$ cat config.mk
export PLATFORM = sky130hd
export DESIGN_NAME = wb4_to_pi1
export DESIGN_NICKNAME = d
export VERILOG_FILES = /design/src/rtl/wb4_to_pi1.sv
export SDC_FILE = /design/constraint.sdc
export NUM_CORES = 1
export LEC_CHECK = 0
export BUFFER_PORTS_ARGS = -buffer_cell sky130_fd_sc_hd__clkbuf_2
export CAP_MARGIN = 5
export CORE_MARGIN = 2
export CORE_UTILIZATION = 50
export CTS_CLUSTER_SIZE = 12
export DETAILED_ROUTE_END_ITERATION = 8
export GPL_TIMING_DRIVEN = 0
export PLACE_DENSITY = 0.82
export SLEW_MARGIN = 20
export SYNTH_ARGS = -nofsm -noshare
export SYNTH_HDL_FRONTEND = slang
export SYNTH_SLANG_ARGS = --single-unit
$ cat constraint.sdc
create_clock -name clk_i -period 7.7 [get_ports clk_i]
set_clock_uncertainty 0.2 [all_clocks]
set_input_delay 1.54 -clock clk_i [delete_from_list [all_inputs] [get_ports clk_i]]
set_output_delay 1.54 -clock clk_i [all_outputs]
set_load 0.02 [all_outputs]
$ cat src/rtl/wb4_to_pi1.sv
// Wishbone B4 pipelined slave to pi1 master bridge, one pi1 op in flight at a time.
// Define WB4_TO_PI1_SKID_EN to add a second request entry (skid buffer) that hides the stall.
module wb4_to_pi1 #(
  parameter int ARCHBITSZ = 32
) (
  input  logic                                     clk_i,
  input  logic                                     rst_i,
  input  logic                                     wb4_cyc_i,
  input  logic                                     wb4_stb_i,
  input  logic                                     wb4_we_i,
  input  logic [ARCHBITSZ-1:0]                     wb4_addr_i,
  input  logic [ARCHBITSZ-1:0]                     wb4_data_i,
  input  logic [ARCHBITSZ/8-1:0]                   wb4_sel_i,
  output logic                                     wb4_stall_o,
  output logic                                     wb4_ack_o,
  output logic [ARCHBITSZ-1:0]                     wb4_data_o,
  output logic [1:0]                               pi1_op_o,
  output logic [ARCHBITSZ-$clog2(ARCHBITSZ/8)-1:0] pi1_addr_o,
  output logic [ARCHBITSZ-1:0]                     pi1_data_o,
  output logic [ARCHBITSZ/8-1:0]                   pi1_sel_o,
  input  logic [ARCHBITSZ-1:0]                     pi1_data_i,
  input  logic                                     pi1_rdy_i
);

  localparam int SELW = ARCHBITSZ / 8;
  localparam int LSB  = $clog2(SELW);
  localparam int PAW  = ARCHBITSZ - LSB;

  localparam logic [1:0] OP_NOOP = 2'b00;
  localparam logic [1:0] OP_WR   = 2'b01;
  localparam logic [1:0] OP_RD   = 2'b10;

  typedef enum logic [1:0] {IDLE, CMD, RESP, ACK} state_t;

  typedef struct packed {
    logic                 we;
    logic [PAW-1:0]       addr;
    logic [ARCHBITSZ-1:0] data;
    logic [SELW-1:0]      sel;
  } req_t;

  state_t               state_reg, state_next;
  req_t                 req_reg, req_in, load_req;
  logic [ARCHBITSZ-1:0] rdata_reg;
  logic                 drop_reg;
  logic                 accept, load_main, capture, buf_pending;
  logic                 unused_addr_bits;

  assign req_in = '{we: wb4_we_i, addr: wb4_addr_i[ARCHBITSZ-1:LSB],
                    data: wb4_data_i, sel: wb4_sel_i};
  assign unused_addr_bits = ^wb4_addr_i[LSB-1:0];

`ifdef WB4_TO_PI1_SKID_EN
  // Second entry catches a request that arrives while the first one is still on pi1.
  req_t skid_reg;
  logic skid_valid_reg, skid_push;

  assign skid_push   = accept && (state_reg == CMD || state_reg == RESP);
  assign buf_pending = skid_valid_reg;
  assign load_req    = skid_valid_reg ? skid_reg : req_in;
  assign wb4_stall_o = skid_valid_reg;

  always_ff @(posedge clk_i or posedge rst_i) begin
    if (rst_i) begin
      skid_reg       <= '0;
      skid_valid_reg <= 1'b0;
    end else if (skid_push) begin
      skid_reg       <= req_in;
      skid_valid_reg <= 1'b1;
    end else if (load_main || !wb4_cyc_i) begin
      skid_valid_reg <= 1'b0;
    end
  end
`else
  assign buf_pending = 1'b0;
  assign load_req    = req_in;
  assign wb4_stall_o = (state_reg != IDLE);
`endif

  always_ff @(posedge clk_i or posedge rst_i) begin
    if (rst_i) state_reg <= IDLE;
    else       state_reg <= state_next;
  end

  always_comb begin
    state_next = state_reg;
    accept     = wb4_cyc_i && wb4_stb_i && !wb4_stall_o;
    load_main  = 1'b0;
    capture    = 1'b0;
    pi1_op_o   = OP_NOOP;
    wb4_ack_o  = 1'b0;
    case (state_reg)
      IDLE: load_main = accept;
      CMD: begin
        pi1_op_o = req_reg.we ? OP_WR : OP_RD;
        if (pi1_rdy_i) state_next = RESP;
      end
      RESP: begin
        if (pi1_rdy_i) begin
          capture    = 1'b1;
          state_next = ACK;
        end
      end
      ACK: begin
        wb4_ack_o  = wb4_cyc_i && !drop_reg;
        state_next = IDLE;
        load_main  = (buf_pending && wb4_cyc_i) || accept;
      end
      default: state_next = IDLE;
    endcase
    // An all-zero byte select never reaches pi1 and is acknowledged straight away.
    if (load_main) state_next = (load_req.sel == '0) ? ACK : CMD;
  end

  always_ff @(posedge clk_i or posedge rst_i) begin
    if (rst_i) begin
      req_reg   <= '0;
      rdata_reg <= '0;
      drop_reg  <= 1'b0;
    end else begin
      if (load_main) begin
        req_reg   <= load_req;
        rdata_reg <= '0;
        drop_reg  <= 1'b0;
      end else if (state_reg != IDLE && !wb4_cyc_i) begin
        drop_reg  <= 1'b1;
      end
      if (capture) rdata_reg <= req_reg.we ? '0 : pi1_data_i;
    end
  end

  assign pi1_addr_o = req_reg.addr;
  assign pi1_data_o = req_reg.data;
  assign pi1_sel_o  = req_reg.sel;
  assign wb4_data_o = rdata_reg;

endmodule

==> summary.txt, run 1 <==
share of layout cells above drive strength 1 - 69.23%
routed len/inst - 14.03 um
pre-CTS WS - 4.013 ns
vias in the first global route - 3136
Worst Path Required - 5.96 ns
global-route wire length before repair - 14.98 mm
syn avg cell area - 14.05 um2
Hold Crit Class - reg2reg
drt total wl - 8.994 mm
post-route antenna net violation count - 0
Post-synth EDFFs - 0
post-synth net total - 422
source of the critical timing path - wb4_cyc_i
CP max FO - 3
Core Region - 0.008593 mm2
status - complete, no violations
register bit total from synthesis - 102
Psw - 0.0009438 W
critical path launch point type - input pin
Mapped Cells - 311
unrepaired setup endpoints after global routing - false
Placed Instance Area - 0.005563 mm2
hold path start - drop_reg
post-cts resize count - 0
RR Startpoint - state_reg[0]
Placed Cells - 625
final worst setup slack - 4.021 ns
Placer Congestion - 0.8093
diode count - 0
Critical Path Sink Type - output port
WP data arrival - 1.94 ns
clock sinks - 102
Nets - 639
CTS tree - yes
DRT iter0 DRCs - 60
Total Routing Usage GR - 19.32%
warnings from Yosys - 0
Final Critical Period - 3.679 ns
Seq pwr share - 36.9%
Pins Over Slew Limit - 0
initial antenna violation count - 0
Tot Pwr - 0.002480 W
final global-route overflow total - 0
slew margin rel. - 70.28%
Fmax - 271.8 MHz
largest net degree at the start of global routing - 65
total CTS buffers - 9
Hold Fails Final Rpt - 0
Clk pwr share - 12.1%
Reg clk slew, reported paths - 0.09 ns
Filler Cells Inserted - 668
1st-pass router iterations - 4
logic gate share of total power - 50.9%
Root Driver - clkbuf_8
ys flop type - dfrtp_1
finished layout cell area - 0.005737 mm2
drt via density - 4.691
detailed-placement wirelength estimate - 6.938 mm
Die ar. - 0.009502 mm2
site row count - 34
setup TNS - 0 ns
synthesis-to-finish area growth - 31.30%
FFs w/ async S/R, synth - 100.0%
Yosys cell types - 22
num ports - 208
Max Cap Viol - 0
# setup viols final - 0
fin cells - 641
Crit Path Category - in2out
Worst Tran Pin Value - 0.4458 ns
static leakage - 3.114 nW
htree depth - 3
Starting Density - 50.84%
final worst-path cycle share - 47.78%
Internal Power - 0.001536 W
Setup Fix Bufs, Post-CTS - 0
die width - 97.48 um
DRC - 0
Switching Fraction - 38.06%
sequential share of the synthesized area - 58.42%
pwr dens - 432.3 mW/mm2
Peak VDD IR - 0.0002224 V
I/O Buffers - 205
Clock Tree Buf Depth - 2
Clk Latency, worst-skew pair - 0.35 ns
mapped cell area - 0.004369 mm2
Post-CTS Hold Buffers - 0
vias post-DR - 3007
DIE HEIGHT - 97.48 um
## critical path, cell delays in order
cell and delay, ns:
clkbuf_2 0.10, nand2_1 0.05, nor2_1 0.08, clkbuf_2 0.18
## synth_stat cells, types with 3 or more instances
cell type | instances | area (um2)
a22o_1 | 32 | 280.3
buf_2 | 8 | 40.04
buf_4 | 66 | 495.5
buf_6 | 4 | 45.04
clkbuf_1 | 3 | 11.26
dfrtp_1 | 102 | 2552
ha_1 | 5 | 62.56
inv_1 | 4 | 15.01
mux2_2 | 67 | 754.5
nor2_1 | 5 | 18.77
## power by group through the flow
stage                     sequential [W]  combinational, W  clock (W)
after floorplan                 0.000978          0.000852          0
after global placement          0.000910           0.00124          0
after detailed placement        0.000926           0.00127          0
after CTS                       0.000917           0.00128   0.000311
after global routing            0.000951           0.00136   0.000331
final                           0.000915           0.00126   0.000301
## stage by stage
stage	util (%)	hold WS [ns]
after floorplan	-	0.2645
after global placement	64.36	0.2729
after detailed placement	64.74	0.2859
after CTS	66.76	0.3066
after global routing	66.76	0.3275
final	66.76	0.3047
## worst paths after layout
path	slack (ns)	cells past startpoint	to
max in group asynchronous	5.72	3	wb4_data_o[11]
max reg2reg	5.47	8	wb4_data_o[2]
min reg2reg	0.30	1	drop_reg
min	0.30	1	drop_reg
min in group asynchronous	0.97	2	pi1_data_o[25]
max	4.02	4	wb4_ack_o
## cell usage in the layout, fill, tap and decap left out
master	count
nor4_1	1
buf_6	4
nor2b_1	1
nor2_1	5
a31oi_1	1
or3_1	1
inv_1	3
clkinv_2	2
clkbuf_1	3
nand3_1	1
buf_2	8
ha_1	5
nand2_1	2
dfrtp_1	102
o211ai_1	1
mux2_2	67
nand4b_1	1
and2_1	2
a22o_1	32
buf_4	66
buf_16	1
clkbuf_2	205
inv_6	2
o21ai_0	2
clkinvlp_4	3
o21a_1	1
o21ba_2	1
clkbuf_8	9
clkinv_4	1
## layer usage
layer | global-route usage (%) | vias to the layer above | wire [um]
met2 | 32.25 | 127 | 4443
li1 | - | 1447 | -
met1 | 25.12 | 1414 | 3809
met3 | 4.317 | 19 | 575
met5 | 0 | - | 0
met4 | 6.410 | 0 | 165
## cell type report
type | count | area [um2] | share of cell area, %
plain buffers | 81 | 591.8 | 10.32
flip-flops and latches | 102 | 2552 | 44.49
clock buffers | 9 | 123.9 | 2.159
clock inverters | 7 | 50.05 | 0.8724
multi-input cells | 124 | 1210 | 21.09
well taps | 108 | 135.1 | 2.356
repair buffers | 206 | 1054 | 18.36
inverters | 4 | 20.02 | 0.3490
## logic make-up (layout without fill, tap and decap cells)
group	Yosys count	count (layout)	share of synthesized area [%]
simple gates	14	14	1.633
compound gates	38	38	7.360
fa+ha+maj	5	5	1.432
mux	67	67	17.27
flops	102	102	58.42
buf+inv	85	307	13.89
(Power assumes the default switching activity.)
==> run 2: changes to the inputs <==
--- a/config.mk
+++ b/config.mk
@@ -5,14 +5,15 @@
 export SDC_FILE = /design/constraint.sdc
 export NUM_CORES = 1
 export LEC_CHECK = 0
+export ABC_AREA = 1
 export BUFFER_PORTS_ARGS = -buffer_cell sky130_fd_sc_hd__clkbuf_2
 export CAP_MARGIN = 5
 export CORE_MARGIN = 2
-export CORE_UTILIZATION = 50
+export CORE_UTILIZATION = 43
 export CTS_CLUSTER_SIZE = 12
 export DETAILED_ROUTE_END_ITERATION = 8
 export GPL_TIMING_DRIVEN = 0
-export PLACE_DENSITY = 0.82
+export PLACE_DENSITY = 0.73
 export SLEW_MARGIN = 20
 export SYNTH_ARGS = -nofsm -noshare
 export SYNTH_HDL_FRONTEND = slang
==> constraint.sdc (replaced) <==
create_clock -name clk_i -period 3.2 [get_ports clk_i]
set_clock_uncertainty 0.2 [all_clocks]
set_input_delay 0.64 -clock clk_i [delete_from_list [all_inputs] [get_ports clk_i]]
set_output_delay 0.64 -clock clk_i [all_outputs]
set_load 0.02 [all_outputs]
==> summary.txt, run 2 <==
initial antenna violation count - 0
Hold Fails Final Rpt - 0
Critical Path Sink Type - output port
delay of the slowest critical-path stage - 0.44 ns
Die ar. - 0.01200 mm2
slew margin rel. - 58.90%
top post-synthesis cells by count - nand2_1, dfrtp_1, buf_4, inv_1, nand3_1
total CTS buffers - 9
Core Region - 0.01084 mm2
warnings from Yosys - 0
share of layout cells above drive strength 1 - 45.71%
drt via density - 4.410
largest net degree at the start of global routing - 36
Worst Tran Pin Value - 0.6152 ns
Worst Path Required - 2.36 ns
Max Cap Viol - 0
vias in the first global route - 3818
commonest non-fill, non-tap cell in the layout - nand2_1
critical path's most frequent cell - inv_1
routed len/inst - 12.39 um
Mapped Cells - 534
CTS tree - yes
setup TNS - 0 ns
worst path cell trace - inv_1 -> ha_1 -> inv_1 -> nor2_1 -> clkbuf_2
Setup Fix Bufs, Post-CTS - 0
DRT iter0 DRCs - 162
WP data arrival - 1.45 ns
syn avg cell area - 8.967 um2
most frequent cells in the layout - nand2_1, clkbuf_2, dfrtp_1
die width - 109.5 um
htree depth - 3
sequential share of the synthesized area - 53.31%
pwr dens - 990.9 mW/mm2
site row count - 38
ys flop type - dfrtp_1
vias post-DR - 3956
post-route antenna net violation count - 0
Yosys cell types - 19
Post-synth EDFFs - 0
# setup viols final - 0
mapped cell area - 0.004788 mm2
num ports - 208
Total Routing Usage GR - 19.01%
Reg clk slew, reported paths - 0.09 ns
Yosys top cell by area - dfrtp_1
drt total wl - 11.11 mm
DIE HEIGHT - 109.5 um
count leader, synth - nand2_1
unrepaired setup endpoints after global routing - false
post-cts resize count - 0
CP max FO - 5
register bit total from synthesis - 102
Post-CTS Hold Buffers - 0
Yosys top cell area share - 53.31%
Crit Path Category - reg2out
top cells by area, synth - dfrtp_1, nand2_1, buf_4, o21ai_2, inv_1
status - complete, no violations
Fmax - 437.3 MHz
Starting Density - 44.17%
DRC - 0
final worst-path cycle share - 71.46%
minimum hold slack - 0.1212 ns
FFs w/ async S/R, synth - 100.0%
I/O Buffers - 205
synthesis-to-finish area growth - 30.73%
Root Driver - clkbuf_8
post-synth net total - 645
Final Critical Period - 2.287 ns
clock sinks - 102
Hold Crit Class - in2async
Pins Over Slew Limit - 0
Clock Tree Buf Depth - 2
Peak VDD IR - 0.0005425 V
final global-route overflow total - 0
Placer Congestion - 0.8013
static leakage - 3.769 nW
detailed-placement wirelength estimate - 8.772 mm
1st-pass router iterations - 4
global-route wire length before repair - 17.30 mm
Clk Latency, worst-skew pair - 0.37 ns
Nets - 864
diode count - 0
critical path launch point type - flip-flop
crit path max-delay cell type - dfrtp_1
[run 2: final timing paths]
kind / depth (start not counted) / end / slack [ns] / startpoint
worst min register to register: 2 / pi1_addr_o[16] / 0.29 / pi1_addr_o[16]
worst min-delay path: 2 / pi1_data_o[25] / 0.12 / rst_i
max in group asynchronous: 3 / pi1_data_o[8] / 2.11 / rst_i
min in group clk_i: 3 / pi1_data_o[17] / 0.25 / wb4_data_i[17]
worst max-delay path: 5 / pi1_op_o[1] / 0.91 / state_reg[1]
worst max register to register: 8 / pi1_data_o[4] / 1.26 / state_reg[0]
[run 2: logic make-up (layout without fill, tap and decap cells)]
group                      after synthesis  count (layout)  synth area share, %
and+or+nand+nor                        252             252                20.98
AOI/OAI and AO/OA                       38              38                6.323
DFF                                    102             102                53.31
adders and majority gates                5               5                1.307
buffers and inverters                  137             360                18.08
[run 2: where the power goes]
group	internal (W)	total, W	leakage [nW]	switching, W
Sequential	0.00189	0.00224	1.29	0.000348
Clock	0.000401	0.000820	0.102	0.000420
Combinational	0.00135	0.00314	2.38	0.00179
[run 2: per-layer routing]
| layer | up-vias | GRT usage, % | wire length (um) |
|---|---|---|---|
| li1 | 1994 | - | - |
| met2 | 146 | 32.80 | 5331 |
| met3 | 16 | 7.528 | 999 |
| met1 | 1800 | 21.18 | 4579 |
| met5 | - | 0 | 0 |
| met4 | 0 | 6.962 | 199 |
[run 2: critical path: cells and delay by family (launching register included)]
family                   cells  cell delay [ns]
buffers and inverters        3             0.33
adder cells (fa/ha/maj)      1             0.22
flip-flops                   1             0.44
AND/OR/NAND/NOR              1             0.08
[run 2: per-stage QoR]
stage                     instances  setup WS (ns)  area [um2]  util (%)  total power (W)
after floorplan                 534          1.142        4792         -         0.004481
after global placement          879         0.4930        5993     55.29         0.005338
after detailed placement        882          1.208        6061     55.91         0.005452
after CTS                       897         0.8669        6260     57.74         0.006286
after global routing            897         0.7693        6260     57.74         0.006679
final                           897         0.9133        6260     57.74         0.006203
[run 2: area by class of cell]
type                            count  area, um2
Multi-Input combinational cell    295       1370
Timing Repair Buffer              208       1094
Clock buffer                       12      155.1
Clock inverter                      3      43.79
Tap cell                          140      175.2
Fill cell                         940       4581
Buffer                             90      689.4
Inverter                           47      180.2
Sequential cell                   102       2552
==> run 3: changes to the inputs <==
--- a/config.mk
+++ b/config.mk
@@ -9,11 +9,11 @@
 export BUFFER_PORTS_ARGS = -buffer_cell sky130_fd_sc_hd__clkbuf_2
 export CAP_MARGIN = 5
 export CORE_MARGIN = 2
-export CORE_UTILIZATION = 43
+export CORE_UTILIZATION = 48
 export CTS_CLUSTER_SIZE = 12
 export DETAILED_ROUTE_END_ITERATION = 8
 export GPL_TIMING_DRIVEN = 0
-export PLACE_DENSITY = 0.73
+export PLACE_DENSITY = 0.78
 export SLEW_MARGIN = 20
 export SYNTH_ARGS = -nofsm -noshare
 export SYNTH_HDL_FRONTEND = slang
==> constraint.sdc (replaced) <==
create_clock -name clk_i -period 2.39 [get_ports clk_i]
set_clock_uncertainty 0.2 [all_clocks]
set_input_delay 0.478 -clock clk_i [delete_from_list [all_inputs] [get_ports clk_i]]
set_output_delay 0.478 -clock clk_i [all_outputs]
set_load 0.02 [all_outputs]
==> summary.txt, run 3 (synthesis results as in run 2) <==
Nets - 865
num ports - 208
fin cells - 892
final worst-path cycle share - 87.89%
hold path start - wb4_addr_i[14]
drt via density - 4.499
Clk pwr share - 13.1%
Hold Crit Class - in2reg
1st-pass router iterations - 5
Filler Cells Inserted - 856
post-route antenna net violation count - 0
source of the critical timing path - state_reg[1]
DRT iter0 DRCs - 197
Clk Latency, worst-skew pair - 0.35 ns
site row count - 36
static leakage - 3.777 nW
final worst setup slack - 0.2894 ns
DRC - 0
Placed Cells - 875
Hold Fails Final Rpt - 0
finished layout cell area - 0.006262 mm2
clock sinks - 102
most frequent cells in the layout - nand2_1, clkbuf_2, dfrtp_1
commonest non-fill, non-tap cell in the layout - nand2_1
minimum hold slack - 0.1114 ns
Tot Pwr - 0.008287 W
pwr dens - 1323 mW/mm2
logic gate share of total power - 50.7%
Crit Path Category - reg2out
WP data arrival - 1.42 ns
post-cts resize count - 0
diode count - 0
Internal Power - 0.004880 W
htree depth - 3
DIE HEIGHT - 103.9 um
Worst Path Required - 1.71 ns
vias in the first global route - 3972
initial antenna violation count - 0
Placer Congestion - 0.7916
total CTS buffers - 9
largest net degree at the start of global routing - 33
CTS tree - yes
synthesis-to-finish area growth - 30.78%
Fmax - 476.1 MHz
die width - 103.9 um
unrepaired setup endpoints after global routing - false
Die ar. - 0.01079 mm2
critical path launch point type - flip-flop
pre-CTS WS - 0.4299 ns
Root Driver - clkbuf_8
Core Region - 0.009729 mm2
Starting Density - 49.22%
Post-CTS Hold Buffers - 1
Peak VDD IR - 0.0006484 V
global-route wire length before repair - 18.25 mm
area of the multi-input gates - 0.001370 mm2
Setup Fix Bufs, Post-CTS - 0
CP max FO - 5
drt total wl - 10.90 mm
Psw - 0.003407 W
Total Routing Usage GR - 20.91%
Seq pwr share - 36.1%
share of layout cells above drive strength 1 - 45.72%
vias post-DR - 4013
Final Critical Period - 2.101 ns
Sequential Area - 0.002552 mm2
Worst Tran Pin Value - 0.5890 ns
slew margin rel. - 60.65%
I/O Buffers - 205
Reg clk slew, reported paths - 0.09 ns
Critical Path Sink Type - output port
final global-route overflow total - 0
Placed Instance Area - 0.006052 mm2
Switching Fraction - 41.11%
Max Cap Viol - 0
status - complete, no violations
# setup viols final - 0
detailed-placement wirelength estimate - 8.603 mm
Clock Tree Buf Depth - 2
Pins Over Slew Limit - 0
RR Startpoint - state_reg[0]
routed len/inst - 12.22 um
## run 3: layout make-up
type,instances,area share [%]
Clock inverter,4,0.7193
Clock buffer,12,2.478
Inverter,47,2.877
Buffer,90,11.01
Multi-Input combinational cell,295,21.88
Sequential cell,102,40.76
Timing Repair Buffer,209,17.62
Tap cell,133,2.657
## run 3: worst paths after layout
check                      cells past startpoint              to  slack [ns]
max reg2reg                                    9  pi1_data_o[10]        0.43
max in group asynchronous                      5  wb4_data_o[12]        0.76
max                                            5     pi1_op_o[1]        0.29
min reg2reg                                    2  pi1_addr_o[12]        0.29
min                                            3  pi1_addr_o[12]        0.11
min in group asynchronous                      3  pi1_data_o[30]        0.52
## run 3: worst max-delay path, cell delays in order, from the launching register on
cell and delay (ns):
dfrtp_1 0.44, inv_1 0.10, ha_1 0.22, inv_1 0.05, nor2_1 0.08, clkbuf_2 0.18
## run 3: stage by stage
stage | setup TNS (ns) | utilization, %
2_1_floorplan | 0 | -
3_3_place_gp | -13.08 | 61.51
3_5_place_dp | 0 | 62.20
4_1_cts | 0 | 64.36
5_1_grt | 0 | 64.36
6_report | 0 | 64.36
## run 3: layer usage
| layer | global-route usage, % | vias up | wire length, um |
|---|---|---|---|
| met1 | 25.51 | 1854 | 4510 |
| met3 | 5.952 | 15 | 812 |
| met4 | 7.625 | 0 | 182 |
| li1 | - | 1997 | - |
| met2 | 35.43 | 147 | 5397 |
| met5 | 0 | - | 0 |
## run 3: power groups by stage
stage	logic, W	clock network [W]	registers (W)
2_1_floorplan	0.00274	0	0.00326
3_3_place_gp	0.00415	0	0.00298
3_5_place_dp	0.00425	0	0.00303
4_1_cts	0.00426	0.00113	0.00300
5_1_grt	0.00459	0.00120	0.00310
6_report	0.00420	0.00109	0.00299
